[config.mk]
export PLATFORM = sky130hd
export DESIGN_NAME = ram_word_loader
export DESIGN_NICKNAME = d
export VERILOG_FILES = /design/src/rtl/ram_word_loader.sv
export SDC_FILE = /design/constraint.sdc
export NUM_CORES = 1
export LEC_CHECK = 0
export ABC_AREA = 1
export CAP_MARGIN = 10
export CORE_UTILIZATION = 40
export DETAILED_ROUTE_END_ITERATION = 8
export GPL_TIMING_DRIVEN = 1
export MAX_ROUTING_LAYER = met4
export PLACE_DENSITY = 0.75
export SYNTH_ARGS = -nofsm -noshare
export SYNTH_HDL_FRONTEND = slang
export SYNTH_SLANG_ARGS = --single-unit
[constraint.sdc]
create_clock -name clk -period 1.6 [get_ports clk]
set_clock_uncertainty 0.05 [all_clocks]
set_input_delay 0.24 -clock clk [delete_from_list [all_inputs] [get_ports clk]]
set_output_delay 0.24 -clock clk [all_outputs]
set_load 0.02 [all_outputs]
[src/rtl/ram_word_loader.sv]
// Boot-time RAM preloader: pairs a valid/ready byte stream (low byte first) into
// 16-bit words and writes them to consecutive RAM addresses from a base address.
//
// state | meaning
// IDLE  | waiting for start
// LO    | waiting for the low byte of the current word
// HI    | waiting for the high byte of the current word
// WRITE | ram_load high, RAM captures the word on the edge leaving this state
// DONE  | one-cycle done pulse, back to IDLE next
module ram_word_loader #(
    parameter int ADDR_WIDTH = 3,
    parameter int DATA_WIDTH = 16
) (
    input  logic                  clk,
    input  logic                  rst_n,
    input  logic                  start,
    input  logic [ADDR_WIDTH-1:0] base_addr,
    input  logic [ADDR_WIDTH:0]   word_count,
    input  logic                  abort,
    input  logic                  byte_valid,
    input  logic [7:0]            byte_data,
    output logic                  byte_ready,
    output logic [DATA_WIDTH-1:0] ram_in,
    output logic                  ram_load,
    output logic [ADDR_WIDTH-1:0] ram_address,
    output logic                  busy,
    output logic                  done
);

    typedef enum logic [2:0] {
        IDLE  = 3'd0,
        LO    = 3'd1,
        HI    = 3'd2,
        WRITE = 3'd3,
        DONE  = 3'd4
    } state_t;

    state_t                state;
    logic [ADDR_WIDTH-1:0] addr_cnt;
    logic [ADDR_WIDTH:0]   remaining;
    logic [7:0]            low_byte;
    logic                  accept;

    assign byte_ready = (state == LO) || (state == HI);
    assign accept     = byte_valid && byte_ready;

    always_ff @(posedge clk or negedge rst_n) begin
        if (!rst_n) begin
            state       <= IDLE;
            addr_cnt    <= '0;
            remaining   <= '0;
            low_byte    <= '0;
            ram_in      <= '0;
            ram_load    <= 1'b0;
            ram_address <= '0;
            busy        <= 1'b0;
            done        <= 1'b0;
        end else begin
            ram_load <= 1'b0;
            done     <= 1'b0;
            case (state)
                IDLE: begin
                    if (start && !abort) begin
                        busy <= 1'b1;
                        if (word_count == '0) begin
                            state <= DONE;
                            done  <= 1'b1;
                        end else begin
                            addr_cnt  <= base_addr;
                            remaining <= word_count;
                            state     <= LO;
                        end
                    end
                end
                LO: begin
                    if (abort) begin
                        state <= IDLE;
                        busy  <= 1'b0;
                    end else if (accept) begin
                        low_byte <= byte_data;
                        state    <= HI;
                    end
                end
                HI: begin
                    if (abort) begin
                        state <= IDLE;
                        busy  <= 1'b0;
                    end else if (accept) begin
                        ram_in      <= {byte_data, low_byte};
                        ram_address <= addr_cnt;
                        ram_load    <= 1'b1;
                        state       <= WRITE;
                    end
                end
                WRITE: begin
                    // The write itself cannot be cancelled; abort only skips the rest.
                    addr_cnt  <= addr_cnt + ADDR_WIDTH'(1);
                    remaining <= remaining - (ADDR_WIDTH + 1)'(1);
                    if (abort) begin
                        state <= IDLE;
                        busy  <= 1'b0;
                    end else if (remaining == (ADDR_WIDTH + 1)'(1)) begin
                        state <= DONE;
                        done  <= 1'b1;
                    end else begin
                        state <= LO;
                    end
                end
                DONE: begin
                    state <= IDLE;
                    busy  <= 1'b0;
                end
                default: begin
                    state <= IDLE;
                    busy  <= 1'b0;
                end
            endcase
        end
    end

endmodule
==> flow_summary.ini <==
[cts]
cts_tree = built
cts-root-buf = clkbuf_8
cts_buffers = 5
clk_pin_slew_ns = 0.09
clkLatencyLatePin_ns = 0.29
postCtsSetupBuffers = 0
cts.sinks = 40
clockBufferDepth = 2
htree_levels = 2

[placement]
finalWeightedCongestion = 1.03
place_area_mm2 = 0.00234
dp_cells = 323
dp_hpwl_um = 2640
numPortBuffers = 42

[sta]
worst_pin_slew_ns = 0.501
fmax_mhz = 642
hold_viol = 0
grt_setup_unrepaired = false
slew_violations = 0
finalCritPeriodShare_pct = 97.3
min_period_ns = 1.56
setup_viol = 0
max_slew_margin_pct = 66.6

[final_layout]
fin_nets = 302
antennaDiodeCount = 0
area_delta_synth_final_pct = 35.9
fin_area_mm2 = 0.00248
fillers = 381
fin_util_pct = 56.6
stdcell_count = 332
drive_gt1_share_pct = 11.1

[power]
swShare_pct = 38.0
ir_worst_vdd_mv = 0.816
power_mw = 4.39
p_leak_nw = 1.35
p_seq_share_pct = 38.8
switchingPower_mw = 1.67
clkPwrFrac_pct = 18.9
combinationalPowerShare_pct = 42.2
p_int_mw = 2.72
p_per_area_mw_per_mm2 = 1770

[yosys]
synth_xor_area_share_pct = 0.959
synth_compound_area_share_pct = 7.81
syn_area_mm2 = 0.00183
seq_area_frac_synth_pct = 54.8
syn_area_per_cell_um2 = 8.16
synth.mux.area_fraction_pct = 0
synth_top_family_by_area = simple AND/OR/NAND/NOR gates
ys_warn_count = 0
syn_inst = 224
syn-num-nets = 247
synth_fa_ha_area_share_pct = 2.05
synth.distinct_cells = 18
ys_ff_latch = 40
synth-simple-area-share_pct = 27.4

[critical_path]
path_buf_inv = 1
max_stage_delay_ns = 0.61
path_cells = clkdlybuf4s50_1
cp_max_fo = 2
cp.arrival_ns = 1.27
critical_path_class = reg2out
startpoint_type = flop
r2r-start = state[0]
critPathLaunch = ram_in[2]
worstPathRequired_ns = 1.31
cp_slowest_cell = clkdlybuf4s50_1
worst_setup_path_end_kind = output port
critical_path.top_delay_family = buffers and inverters

[floorplanning]
fp.coreArea_mm2 = 0.00438
row_count = 24
fp.dieH_um = 69.6
initial_core_util_pct = 41.7
die_x_um = 69.6
io_pins = 43
die_area_mm2 = 0.00484

[global_routing]
first_global_vias = 1447
grt_max_degree = 41
grt_use_total_pct = 17.2
grt-ovfl-total = 0
antenna_found_initial = 0
grt_pass1_wl_um = 6470

[routing]
routed_wirelength_um = 3660
drc = 0
dr_total_vias = 1535
routed_via_density = 4.62
drtIter0Drc = 106
ant_nets = 0
wl_per_cell_um = 11.0
dr.pass1.iters = 4

[worst_hold_path]
min-delay-start = low_byte[0]
hold_class = reg2reg

[run_status]
status = finished clean

[flow_run]
maxCapViolations = 0
[path summary, 6_finish.rpt]
check                              end  slack, ns  depth (start not counted)
min in group asynchronous    ram_in[9]       0.49                          3
setup reg to reg           addr_cnt[0]       0.19                          8
hold / removal               ram_in[0]       0.43                          2
hold reg to reg              ram_in[0]       0.43                          2
max in group asynchronous    ram_in[2]       0.66                          3
setup / recovery             ram_in[2]       0.04                          1
[layout by cell type (no fill, tap or decap)]
cell and instances:
a21oi_1 4, buf_2 2, buf_4 10, bufinv_16 1
clkbuf_8 5, clkdlybuf4s50_1 37, clkinvlp_4 1, dfrtp_1 40
dlygate4sd3_1 1, dlymetal6s2s_1 3, ha_1 3, inv_1 21
inv_2 3, inv_6 1, nand2_1 99, nand2_2 3
nand2_4 1, nand3_1 5, nand3_4 1, nor2_1 10
nor2_2 1, nor2_4 2, o21a_1 1, o21ai_0 7
o21ai_1 16, xnor2_1 2
[layer usage]
layer	vias to the layer above	wire length, um	track usage, %
met1	704	1850	23.9
met5	-	0	-
met2	34	1630	25.2
met4	0	27	4.76
li1	795	-	-
met3	2	150	4.36
[flip-flops by register name, indices dropped and copies added, names as in the netlist]
name and flops:
busy 1, ram_address 3, state 3, remaining 4, low_byte 8, done 1, ram_in 16, ram_load 1
addr_cnt 3
[cells by family after synthesis]
| kind of cell | count (synthesis) |
|---|---|
| flip-flops | 40 |
| AND/OR/NAND/NOR | 122 |
| buffers and inverters | 29 |
| AO/OA/AOI/OAI | 28 |
| XOR/XNOR | 2 |
| adder cells (fa/ha/maj) | 3 |
[worst register-to-register path, cell delays in order, from the launching register on]
cell and delay, ns:
dfrtp_1 0.41, inv_1 0.08, buf_4 0.14, nand2_1 0.12, inv_1 0.08, nand2_1 0.15, nand3_4 0.13, nand2_1 0.09
nand2_1 0.05
[power groups by stage]
| stage | sequential [mW] | clock, mW | combinational (mW) |
|---|---|---|---|
| 2_1_floorplan | 1.92 | 0 | 0.869 |
| 3_3_place_gp | 1.72 | 0 | 1.83 |
| 3_5_place_dp | 1.71 | 0 | 1.87 |
| 4_1_cts | 1.71 | 0.859 | 1.87 |
| 5_1_grt | 1.77 | 0.908 | 2.07 |
| 6_report | 1.71 | 0.831 | 1.85 |
[cells in the mapped netlist]
cell     instances  area (um^2)
xnor2_1          2         17.5
nand3_2          1         10.0
inv_1           21         78.8
dfrtp_1         40         1000
nor2_4           2         22.5
buf_6            2         22.5
nand3_1          5         25.0
nor2_1          11         41.3
o21ai_1         16         80.1
ha_1             3         37.5
inv_2            3         11.3
nand2_2          3         18.8
buf_2            3         15.0
nand2_1         99          372
a21oi_1          4         20.0
o21a_1           1         7.51
o21ai_0          7         35.0
nand2_4          1         11.3
[through the flow]
step,hold slack [ns],TNS [ns],setup WS [ns]
final,0.425,0,0.0429
after global routing,0.438,0,0.000312
after CTS,0.428,0,0.0112
after detailed placement,0.282,-0.135,-0.0429
after global placement,0.279,-0.0901,-0.0217
after floorplan,-0.106,0,0.385
[area by class of cell]
type,count,area (um^2),share of cell area [%]
clock inverters,3,46.3,1.86
flip-flops and latches,40,1000,40.3
multi-input cells,155,708,28.5
well taps,52,65.1,2.62
clock buffers,5,68.8,2.77
inverters,24,90.1,3.63
repair buffers,53,503,20.3
[timing repair]
action,in CTS,in global routing
gates resized for setup,4,5
setup endpoints to repair,1,7
endpoints found under the hold margin,40,0
hold buffers,1,0
Note: power is estimated with default switching activity, not from simulation.
